--- src/rtl/pong_engine.sv ---
// pong_engine: tick-stepped Pong physics, paddles, scoring and serve/point/game-over sequencing
module pong_engine #(
    parameter int SCREEN_W     = 640,
    parameter int SCREEN_H     = 480,
    parameter int BALL_SIZE    = 8,
    parameter int PADDLE_W     = 8,
    parameter int PADDLE_H     = 64,
    parameter int PADDLE_X_OFF = 16,
    parameter int BALL_SPEED   = 2,
    parameter int PADDLE_SPEED = 4,
    parameter int AI_SPEED     = 3,
    parameter int SERVE_DELAY  = 60,
    parameter int SCORE_MAX    = 9
) (
    input  logic       clk,
    input  logic       rst_n,
    input  logic       tick,
    input  logic       p1_up,
    input  logic       p1_down,
    input  logic       p2_up,
    input  logic       p2_down,
    input  logic       ai_en,
    input  logic       serve,
    output logic [9:0] ball_x,
    output logic [9:0] ball_y,
    output logic [9:0] p1_y,
    output logic [9:0] p2_y,
    output logic [3:0] score_p1,
    output logic [3:0] score_p2,
    output logic [1:0] state,
    output logic       point_pulse,
    output logic       game_over
);
    localparam logic [1:0] S_IDLE = 2'd0, S_PLAY = 2'd1, S_POINT = 2'd2, S_OVER = 2'd3;
    localparam logic [10:0] CX = 11'((SCREEN_W - BALL_SIZE) / 2);
    localparam logic [10:0] CY = 11'((SCREEN_H - BALL_SIZE) / 2);
    localparam logic [10:0] PC = 11'((SCREEN_H - PADDLE_H) / 2);
    localparam logic [10:0] YMAX = 11'(SCREEN_H - BALL_SIZE);
    localparam logic [10:0] XMAX = 11'(SCREEN_W - BALL_SIZE);
    localparam logic [10:0] PMAX = 11'(SCREEN_H - PADDLE_H);
    localparam logic [10:0] L_FACE = 11'(PADDLE_X_OFF + PADDLE_W);
    localparam logic [10:0] R_LIM = 11'(SCREEN_W - PADDLE_X_OFF - PADDLE_W - BALL_SIZE);
    localparam logic [10:0] BS = 11'(BALL_SPEED);
    localparam logic [10:0] BSZ = 11'(BALL_SIZE);
    localparam logic [10:0] PH = 11'(PADDLE_H);
    localparam logic [10:0] HB = 11'(BALL_SIZE / 2);
    localparam logic [10:0] HP = 11'(PADDLE_H / 2);
    localparam logic [10:0] PSPD = 11'(PADDLE_SPEED);
    localparam logic [10:0] ASPD = 11'(AI_SPEED);
    localparam int CW = $clog2(SERVE_DELAY + 1);
    localparam logic [CW-1:0] CNT_END = CW'(SERVE_DELAY - 1);
    localparam logic [3:0] SMAX = 4'(SCORE_MAX);

    logic [1:0] state_nx;
    logic dir_x, dir_y, serve_dir;
    logic [CW-1:0] cnt;
    logic [10:0] bx, by, p1, p2, bc, pc2;
    logic [9:0] x_nx, y_nx, p1_nx, p2_nx;
    logic [3:0] s1_nx, s2_nx;
    logic dy_nx, ov1, ov2, hit_l, hit_r, miss_l, miss_r, miss, play_tick;

    assign bx = {1'b0, ball_x};
    assign by = {1'b0, ball_y};
    assign p1 = {1'b0, p1_y};
    assign p2 = {1'b0, p2_y};

    function automatic logic [9:0] pad(input logic [9:0] y, input logic up, input logic dn,
                                       input logic [10:0] spd);
        logic [10:0] y1;
        y1 = {1'b0, y};
        if (up && !dn)
            return y1 <= spd ? 10'd0 : 10'(y1 - spd);
        if (dn && !up)
            return y1 + spd >= PMAX ? 10'(PMAX) : 10'(y1 + spd);
        return y;
    endfunction

    always_comb begin
        play_tick = tick && state == S_PLAY;
        ov1 = by + BSZ > p1 && by < p1 + PH;
        ov2 = by + BSZ > p2 && by < p2 + PH;
        hit_l = !dir_x && bx >= L_FACE && bx <= L_FACE + BS && ov1;
        hit_r = dir_x && bx <= R_LIM && bx + BS >= R_LIM && ov2;
        miss_l = !dir_x && bx <= BS && !hit_l;
        miss_r = dir_x && bx + BS >= XMAX && !hit_r;
        miss = miss_l || miss_r;
        y_nx = dir_y ? (by + BS >= YMAX ? 10'(YMAX) : 10'(by + BS)) : (by <= BS ? 10'd0 : 10'(by - BS));
        dy_nx = dir_y ? !(by + BS >= YMAX) : by <= BS;
        x_nx = hit_l ? 10'(L_FACE) : hit_r ? 10'(R_LIM) : dir_x ? 10'(bx + BS) : 10'(bx - BS);
        s1_nx = score_p1 + {3'b0, miss_r};
        s2_nx = score_p2 + {3'b0, miss_l};
        bc = by + HB;
        pc2 = p2 + HP;
        p1_nx = pad(p1_y, p1_up, p1_down, PSPD);
        p2_nx = ai_en ? pad(p2_y, bc < pc2, bc > pc2, ASPD) : pad(p2_y, p2_up, p2_down, PSPD);
    end

    always_ff @(posedge clk)
        state <= !rst_n ? S_IDLE : state_nx;

    always_comb
        state_nx = (state == S_IDLE && serve) ? S_PLAY :
                   (state == S_OVER && serve) ? S_IDLE :
                   (play_tick && miss) ? ((s1_nx == SMAX || s2_nx == SMAX) ? S_OVER : S_POINT) :
                   (tick && state == S_POINT && cnt == CNT_END) ? S_PLAY : state;

    always_comb
        game_over = state == S_OVER;

    // dir_x/serve_dir: 1 = right; dir_y: 1 = down
    always_ff @(posedge clk) begin
        if (!rst_n || (state == S_OVER && serve)) begin
            ball_x <= 10'(CX);
            ball_y <= 10'(CY);
            p1_y <= 10'(PC);
            p2_y <= 10'(PC);
            score_p1 <= '0;
            score_p2 <= '0;
            dir_x <= 1'b1;
            dir_y <= 1'b1;
            serve_dir <= 1'b1;
            cnt <= '0;
            point_pulse <= 1'b0;
        end else begin
            point_pulse <= play_tick && miss;
            if (state == S_IDLE && serve) begin
                dir_x <= serve_dir;
                dir_y <= 1'b1;
            end else if (tick && state != S_OVER) begin
                p1_y <= p1_nx;
                p2_y <= p2_nx;
                if (state == S_POINT) begin
                    cnt <= cnt + CW'(1);
                    if (cnt == CNT_END)
                        dir_x <= serve_dir;
                end
                if (state == S_PLAY && miss) begin
                    ball_x <= 10'(CX);
                    ball_y <= 10'(CY);
                    score_p1 <= s1_nx;
                    score_p2 <= s2_nx;
                    serve_dir <= miss_r;
                    cnt <= '0;
                end else if (state == S_PLAY) begin
                    ball_x <= x_nx;
                    ball_y <= y_nx;
                    dir_x <= dir_x ^ (hit_l || hit_r);
                    dir_y <= dy_nx;
                end
            end
        end
    end
endmodule
--- config.mk ---
export PLATFORM = sky130hd
export DESIGN_NAME = pong_engine
export DESIGN_NICKNAME = d
export VERILOG_FILES = /design/src/rtl/pong_engine.sv
export SDC_FILE = /design/constraint.sdc
export NUM_CORES = 1
export LEC_CHECK = 0
export ABC_AREA = 1
export CELL_PAD_IN_SITES_DETAIL_PLACEMENT = 1
export CELL_PAD_IN_SITES_GLOBAL_PLACEMENT = 1
export CORE_UTILIZATION = 45
export DETAILED_ROUTE_END_ITERATION = 7
export PLACE_DENSITY = 0.85
export SLEW_MARGIN = 40
export SYNTH_ARGS = -nofsm -noshare
export SYNTH_HDL_FRONTEND = slang
export SYNTH_SLANG_ARGS = --single-unit
--- constraint.sdc ---
create_clock -name clk -period 5.85 [get_ports clk]
set_input_delay 1.17 -clock clk [delete_from_list [all_inputs] [get_ports clk]]
set_output_delay 1.17 -clock clk [all_outputs]
set_load 0.01 [all_outputs]
After elaboration in Yosys (flattened, before gate mapping)

Cells that the tools add are included.

Register bits after elaboration: 60
Word-level logic and storage cells: 172

Reductions and logical operators: 57
$add $sub $neg: 18
Order comparisons: 20
Bitwise logic cells: 4
Multiplexer cells: 52
Equal/unequal tests: 8

Operators with widths:

| cell                                                                 | count |
|---|---|
| two-way mux 10 bit                                                   | 29 |
| greater-or-equal comparator 11 x 9 -> 1 bit (second input constant)  | 4 |
| adder 10 x 2 -> 11 bit (second input constant)                       | 3 |
| adder 10 x 3 -> 11 bit (second input constant)                       | 3 |
| <= comparator 10 x 2 -> 1 bit (second input constant)                | 3 |
| subtractor 10 x 2 -> 10 bit (second input constant)                  | 3 |
| logical AND 1 bit                                                    | 26 |
| adder 10 x 7 -> 11 bit (second input constant)                       | 2 |
| greater-or-equal comparator 11 x 10 -> 1 bit (second input constant) | 2 |
| > comparator 11 x 10 -> 1 bit                                        | 2 |
| < comparator 10 x 11 -> 1 bit                                        | 2 |
| <= comparator 10 x 3 -> 1 bit (second input constant)                | 2 |
| subtractor 10 x 3 -> 10 bit (second input constant)                  | 2 |
| two-way mux 1 bit                                                    | 19 |
| AND reduction 3 bit                                                  | 5 |
| two-way mux 6 bit                                                    | 2 |
| adder 10 x 4 -> 11 bit (second input constant)                       | 1 |
| adder 10 x 6 -> 11 bit (second input constant)                       | 1 |
| > comparator 11 bit                                                  | 1 |
| logical NOT 1 bit                                                    | 11 |
| < comparator 11 bit                                                  | 1 |
| greater-or-equal comparator 10 x 5 -> 1 bit (second input constant)  | 1 |
| <= comparator 10 bit (second input constant)                         | 1 |
| <= comparator 10 x 5 -> 1 bit (second input constant)                | 1 |
| 19 further kinds                                                     | 32 |

Depth between registers and ports, before layout

Gate-level depths: netlist of the first run.

Word-level depth: 13
Mapped depth: 28
Depth with buffers taken out: 27

Worst setup path after synthesis of the first run

No wires, ideal clock.

Path kind: register -> register
From: reg ball_y[3]
To: reg state[0]
Setup slack: 2.558 ns
Library setup time: 0.113 ns
Path buffers: 0
Arrival time: 3.179 ns
Cell stages (with the launch flop): 27
Cell sequence: dfxtp_1 -> ha_1 -> nand3_1 -> nor2_1 -> xor2_1 -> ha_1 -> nand3_1 -> nor2_1 -> nand3_1 -> nand2_1 -> nor2_1 -> nand2_1 -> nor2_2 -> nand2_4 -> nand2_4 -> inv_1 -> ha_1 -> ha_1 -> xnor2_1 -> nand4_1 -> nand2_1 -> inv_1 -> nand3_1 -> nand2_1 -> inv_1 -> nand3_1 -> nand2_1

Cells in the longest elaborated chain, start to end: 13
Elaborated cells between the ends (all ways): 25
Classes of those cells: add/sub (3); order compare (4); eq/ne (2); mux (4); reduce/logical (12)

Ends and longest elaborated chain:

| what                          | RTL line | source |
|---|---|---|
| start: declaration            | 25       | `output logic [9:0] ball_y,` |
| start signal: assignment      | 114      | `ball_y <= 10'(CY);` |
| start signal: assignment      | 139      | `ball_y <= 10'(CY);` |
| start signal: assignment      | 146      | `ball_y <= y_nx;` |
| adder 10 x 4 -> 11 bit        | 81       | `ov2 = by + BSZ > p2 && by < p2 + PH;` |
| > comparator 11 x 10 -> 1 bit | 81       |  |
| logical AND 1 bit (*)         | 81       |  |
| logical AND 1 bit (*)         | 83       | `hit_r = dir_x && bx <= R_LIM && bx + BS >= R_LIM && ov2;` |
| logical NOT 1 bit (*)         | 85       | `miss_r = dir_x && bx + BS >= XMAX && !hit_r;` |
| logical AND 1 bit (*)         | 85       |  |
| net miss_r                    | 60       | `logic dy_nx, ov1, ov2, hit_l, hit_r, miss_l, miss_r, miss, play_tick;` |
| adder 4 x 1 -> 4 bit          | 90       | `s1_nx = score_p1 + {3'b0, miss_r};` |
| equality test 4 bit           | 104      | `(play_tick && miss) ? ((s1_nx == SMAX \|\| s2_nx == SMAX) ? S_OVER : S_POINT) :` |
| logical OR 1 bit              | 104      |  |
| two-way mux 1 bit             | 104      |  |
| two-way mux 2 bit             | 104      |  |
| two-way mux 1 bit             | 103      | `(state == S_OVER && serve) ? S_IDLE :` |
| two-way mux 1 bit             | 102      | `state_nx = (state == S_IDLE && serve) ? S_PLAY :` |
| end signal: assignment        | 99       | `state <= !rst_n ? S_IDLE : state_nx;` |
| end: declaration              | 30       | `output logic [1:0] state,` |

Mark *: on every way through the listed nets, which the timed path passes. The rest lies on a longest branch.
A chain may end at the register's enable or synchronous reset.

Worst setup path after layout of the first run

From: reg ball_y[4]
To: reg state[0]

Same word-level chain as after synthesis.

==> flow_summary.json, run 1 <==
{
  "final_common_cell": "nand2_1",
  "row_count": 42,
  "power_density_nw_per_um2": 212,
  "synth_compound_area_share_pct": 14.8,
  "max-slew-margin-rel_pct": 49.6,
  "grt_pass1_vias": 6729,
  "hp-class": "flop to flop",
  "core-area_um2": 13400,
  "grt_use_met1_pct": 39.2,
  "cts-root-buf": "clkbuf_16",
  "final.setup_skew_ns": 0.00963,
  "status": "finished, final reports clean",
  "synth_simple_gate_area_share_pct": 33.7,
  "synthTopCellsByArea": "dfxtp_1 (19%), ha_1 (15%), nand2_1 (13%), xor2_1 (6.9%), inv_1 (6.5%)",
  "power.share.switching_pct": 40.4,
  "r2r_cells": 26,
  "min_from": "score_p2[3]",
  "power_frac_seq_pct": 30.6,
  "fin_cells": 1201,
  "first_pass_iters": 5,
  "fin_crit_ns": 3.99,
  "end_kind": "flop",
  "path_delay_family": "simple AND/OR/NAND/NOR gates",
  "start_util_pct": 46.8,
  "synthArstFlopShare_pct": 0,
  "grt-busiest-layer": "met2",
  "num_io_pins": 61,
  "rsz0062_at_grt": "false",
  "cts_sinks": 58,
  "viasPerCell": 5.52,
  "setup.worst_path.start_class": "flop",
  "cts_tree": "built",
  "finalHoldViolations": 0,
  "rr_endpoint": "state[0]",
  "dp_hpwl_mm": 15.9,
  "dp.cells": 1185,
  "routed_wl_mm": 20.8,
  "grt_usage_pct": 30.1,
  "final_cell_mix": "nand2_1 (218), nor2_1 (108), inv_1 (107)",
  "cap_violations": 0,
  "numCtsBuffers": 9,
  "drc": 0,
  "max_freq_mhz": 251,
  "holdPathStages": 2,
  "antenna_cells": 0,
  "cp_num_buf_inv": 3,
  "synth_top_family_by_area": "simple AND/OR/NAND/NOR gates",
  "cts_setup_buffers": 0,
  "cts_max_level": 3,
  "cts_hold_buf": 0,
  "power.share.clock_pct": 34.0,
  "clkLatencyLatePin_ns": 0.35,
  "grt_start_max_net_pins": 27,
  "synthAdderAreaFrac_pct": 14.8,
  "ir_drop_mv": 0.134,
  "synthCells": 981,
  "switching_power_w": 0.000615,
  "max_slew.worst_pin.slew_ns": 0.754,
  "antenna_left": 0,
  "fp.dieH_um": 120,
  "die_area_um2": 14400,
  "muxShareOfSynthArea_pct": 0,
  "crit_slowest_cell": "dfxtp_1",
  "leakage_nw": 3.31,
  "antenna_found_initial": 0,
  "critPathMaxStageDelay_ns": 0.59,
  "r2r-start": "ball_y[4]",
  "cp_max_fo": 11,
  "ys_warn_count": 0,
  "fin_tns_setup_ns": 0,
  "critPathRequiredTime_ns": 6.15,
  "grtUsageMet3_pct": 6.18,
  "clockBufferDepth": 2,
  "num_vias": 6629,
  "pwr-share-comb_pct": 35.4,
  "cts_resized": 0,
  "nNetsFinal": 1103,
  "drtIter0Drc": 262,
  "netlist-cell-type-count": 52,
  "ys_seq_area_share_pct": 18.5,
  "clkSlewWorstSetupHoldPaths_ns": 0.06,
  "report.final.slew_viol_count": 0,
  "syn_avg_cell_area_um2": 6.39,
  "grt_first_pass_wirelength_mm": 34.1,
  "layout_setup_ws_ns": 1.86,
  "post-place-ws_ns": 1.95,
  "rrSetupSlack_ns": 1.86,
  "critPathArrivalTime_ns": 4.29,
  "intPower_w": 0.000908,
  "drive_above_1_share_pct": 4.98,
  "synthXorXnorAreaFrac_pct": 8.25,
  "synthFlopType": "dfxtp_1",
  "fin_crit_sh_pct": 68.2,
  "synth_edf_count": 0,
  "syn_to_final_growth_pct": 14.7,
  "place.port_buffers": 58,
  "grt_remaining_overflow": 0,
  "ys_seq_elements": 58,
  "critical_path_class": "flop to flop",
  "whs_endpoint": "score_p2[3]",
  "die_w_um": 120,
  "synth_top_area_cell": "dfxtp_1",
  "place_congestion": 0.899,
  "utilization_pct": 53.6,
  "use_met2_pct": 49.5,
  "final-setup-viol-count": 0,
  "netlist.area_leader.share_pct": 18.5,
  "hold_slack_ns": 0.498,
  "syn_area_um2": 6260,
  "routedWlPerCell_um": 17.3
}
==> flip-flops by register name (all words and copies together) (netlist names) <==
name         count
cnt              6
point_pulse      1
serve_dir        1
score_p1         4
state            2
ball_x           9
p1_y            10
ball_y           9
p2_y            10
dir_y            1
dir_x            1
score_p2         4
==> worst reg2reg max path, cell delays in order (launching register included) <==
cell and delay [ns]:
dfxtp_1 0.59, ha_1 0.34, nand3_1 0.15, nor2_1 0.18
xor2_1 0.27, ha_1 0.30, nand3_1 0.12, nor2_1 0.08
nand3_1 0.06, nand2_1 0.05, nor2_1 0.08, nand2_1 0.06
nor2_2 0.17, nand2_4 0.11, nand2_4 0.13, inv_1 0.06
ha_1 0.20, ha_1 0.21, xnor2_1 0.20, nand4_1 0.13
nand2_1 0.08, inv_1 0.04, nand3_1 0.07, nand2_1 0.06
inv_1 0.06, nand3_1 0.06, nand2_1 0.08
==> cell type report <==
cell class	count	area, um2
Fill cell	1858	6210
Inverter	116	438
Multi-Input combinational cell	775	4490
Timing Repair Buffer	60	596
Tap cell	176	220
Clock buffer	10	239
Sequential cell	58	1160
Clock inverter	6	41.3
==> logic make-up after synthesis <==
family,count (synthesis)
xor+xnor,59
buf+inv,149
compound gates,165
flops,58
other cells,1
simple gates,475
fa+ha+maj,74
==> power by group through the flow <==
stage          sequential, W  clock (W)  combinational (W)
6_report            0.000466   0.000517           0.000540
5_1_grt             0.000470   0.000541           0.000604
4_1_cts             0.000466   0.000521           0.000536
3_5_place_dp        0.000474          0           0.000529
3_3_place_gp        0.000474          0           0.000520
2_1_floorplan       0.000451          0           0.000379
==> cell usage after synthesis (all sizes together) (2+ instances only) <==
cell type	count
a22oi	2
o2111ai	3
clkbuf	14
clkinv	2
dfxtp	58
o21ai	58
a21oi	72
a211oi	2
nor2	114
a21boi	3
or2	7
nand4	27
nand2	227
nand3b	5
inv	114
xnor2	10
buf	19
nor3	18
nor4	3
o211ai	14
o311ai	2
xor2	49
o21bai	2
ha	74
a31oi	3
nand3	70
==> worst max-delay path by stage <==
stage	startpoint	endpoint	slack, ns	cells after the start
6_report	ball_y[4]	state[0]	1.86	26
5_1_grt	ball_y[4]	state[0]	1.47	26
4_1_cts	ball_y[4]	state[0]	1.85	26
3_5_place_dp	ball_y[4]	state[0]	1.95	26
3_3_place_gp	ball_y[4]	state[0]	2.17	26
2_1_floorplan	ball_y[3]	state[0]	2.56	26
==> per-layer routing <==
layer	share of wire (%)	wire length [um]
met1	47	9780
met2	46	9590
met3	4.6	952
met4	2.3	477
met5	0	0
==> through the flow <==
| stage | total power (W) | area (um2) |
|---|---|---|
| after global routing | 0.00162 | 7190 |
| final | 0.00152 | 7190 |
| after detailed placement | 0.00100 | 6910 |
| after global placement | 0.000993 | 6910 |
| after CTS | 0.00152 | 7190 |
| after floorplan | 0.000830 | 6270 |
No activity file was read; power rests on OpenSTA's default activity.
==> run 2: changes to the inputs <==
CORE_UTILIZATION = 42   (was 45)
PLACE_DENSITY = 0.8   (was 0.85)
clock period = 4.1 ns   (was 5.85 ns; I/O delays follow)
==> flow_summary.json, run 2 (same netlist as run 1, synthesis figures left out) <==
{
  "dp_hpwl_mm": 16.7,
  "place_congestion": 0.929,
  "cts_hold_buf": 0,
  "routedWlPerCell_um": 17.7,
  "num_io_pins": 61,
  "largestRegisters": "p1_y (10), p2_y (10)",
  "pwr-share-comb_pct": 36.6,
  "report.final.slew_viol_count": 0,
  "rrSetupSlack_ns": 0.39,
  "intPower_w": 0.00137,
  "end_kind": "flop",
  "final.setup_skew_ns": 0.00714,
  "clockBufferDepth": 2,
  "drive_above_1_share_pct": 6.25,
  "finalPower_w": 0.00223,
  "whs_endpoint": "ball_y[2]",
  "max_freq_mhz": 269,
  "rsz0062_at_grt": "false",
  "power_frac_seq_pct": 28.8,
  "grt_pass1_vias": 6677,
  "final-setup-viol-count": 0,
  "num_vias": 6788,
  "ir_drop_mv": 0.228,
  "drtIter0Drc": 375,
  "viasPerCell": 5.55,
  "antenna_found_initial": 0,
  "max_slew.worst_pin.slew_ns": 0.565,
  "fin_tns_setup_ns": 0,
  "leakage_nw": 3.41,
  "antenna_left": 0,
  "final_common_cell": "nand2_1",
  "grt_remaining_overflow": 0,
  "clkLatencyLatePin_ns": 0.34,
  "routed_wl_mm": 21.7,
  "max-slew-margin-rel_pct": 62.3,
  "place.port_buffers": 58,
  "cts_resized": 0,
  "fp.dieH_um": 124,
  "final_cell_mix": "nand2_1 (218), nor2_1 (108), inv_1 (107)",
  "r2r_cells": 25,
  "cts_setup_buffers": 0,
  "fin_crit_sh_pct": 90.5,
  "grt_first_pass_wirelength_mm": 34.4,
  "post-place-ws_ns": 0.434,
  "syn_to_final_growth_pct": 16.9,
  "nNetsFinal": 1118,
  "fin_crit_ns": 3.71,
  "cts_tree": "built",
  "cts-root-buf": "clkbuf_16",
  "cts_max_level": 3,
  "grt_start_max_net_pins": 27,
  "switching_power_w": 0.000856,
  "power.share.clock_pct": 34.6,
  "cts_sinks": 58,
  "clkSlewWorstSetupHoldPaths_ns": 0.06,
  "status": "finished, final reports clean",
  "layout_setup_ws_ns": 0.389,
  "cap_violations": 0,
  "die_area_um2": 15400,
  "power_density_nw_per_um2": 304,
  "power.share.switching_pct": 38.4,
  "min_from": "ball_y[2]",
  "die_w_um": 124,
  "r2r-start": "ball_y[5]",
  "multiInputGateArea_um2": 4490,
  "finalHoldViolations": 0,
  "seqCellArea_um2": 1160,
  "fillers": 1994,
  "critical_path_class": "flop to flop",
  "holdPathStages": 2,
  "numCtsBuffers": 9,
  "cp_max_fo": 13,
  "setup.worst_path.start_class": "flop",
  "critPathArrivalTime_ns": 4.00,
  "row_count": 44,
  "core-area_um2": 14500,
  "rr_endpoint": "state[0]",
  "hp-class": "flop to flop",
  "first_pass_iters": 5,
  "antenna_cells": 0,
  "grt_usage_pct": 29.2,
  "drc": 0,
  "critPathRequiredTime_ns": 4.39,
  "start_util_pct": 43.1
}
-- run 2: cell count changes in the layout (fill, tap and decap cells not counted), sizes merged --
cell	previous run	this run
bufinv	0	1
inv	115	114
clkinv	4	6
clkbuf	10	11
buf	2	17
clkinvlp	3	0
-- run 2: worst max-delay path: stages (launching register included) --
cell     delay (ns)
dfxtp_1        0.67
nand3_1        0.24
nor2_1         0.17
xor2_1         0.25
ha_1           0.29
nand3_1        0.11
nor2_1         0.07
nand3_1        0.06
nand2_1        0.05
nor2_1         0.08
nand2_1        0.06
nor2_2         0.19
nand2_4        0.12
nand2_4        0.12
inv_1          0.05
ha_1           0.19
ha_1           0.19
xnor2_1        0.19
nand4_1        0.12
nand2_1        0.08
inv_1          0.04
nand3_1        0.06
nand2_1        0.05
inv_1          0.05
nand3_1        0.06
nand2_1        0.08
-- run 2: final cells by class --
type,count,area share [%]
clock inverters,5,0.735
flip-flops and latches,58,15.9
clock buffers,11,3.31
multi-input cells,775,61.3
inverters,116,5.98
well taps,184,3.14
repair buffers,75,9.67
-- run 2: power by group through the flow --
stage | sequential (W) | combinational, W | clock [W]
after floorplan | 0.000644 | 0.000540 | 0
after global placement | 0.000652 | 0.000780 | 0
after detailed placement | 0.000652 | 0.000797 | 0
after CTS | 0.000640 | 0.000807 | 0.000784
after global routing | 0.000646 | 0.000915 | 0.000806
final | 0.000642 | 0.000814 | 0.000771
-- run 2: per-stage QoR --
stage	std cells	hold slack, ns	util (%)	cell area, um2
floorplan	982	0.469	-	6270
global placement	1208	0.471	48.4	7030
detailed placement	1208	0.482	48.4	7030
CTS	1224	0.495	50.4	7320
global route	1224	0.513	50.4	7320
finish	1224	0.492	50.4	7320
-- run 2: how the worst max path moves through the flow --
stage / start / endpoint / slack, ns
finish: ball_y[5] / state[0] / 0.39
global route: ball_y[5] / state[0] / 0.04
CTS: ball_y[5] / state[0] / 0.41
detailed placement: ball_y[5] / state[0] / 0.43
global placement: ball_y[5] / state[0] / 0.51
floorplan: ball_y[3] / state[0] / 0.81
-- run 2: layer usage --
layer	routed length (um)	GRT usage (%)	up-vias
met5	0	0	-
met4	318	7.89	0
met1	10200	38.0	3274
met2	10300	49.3	139
li1	-	-	3350
met3	866	4.95	25
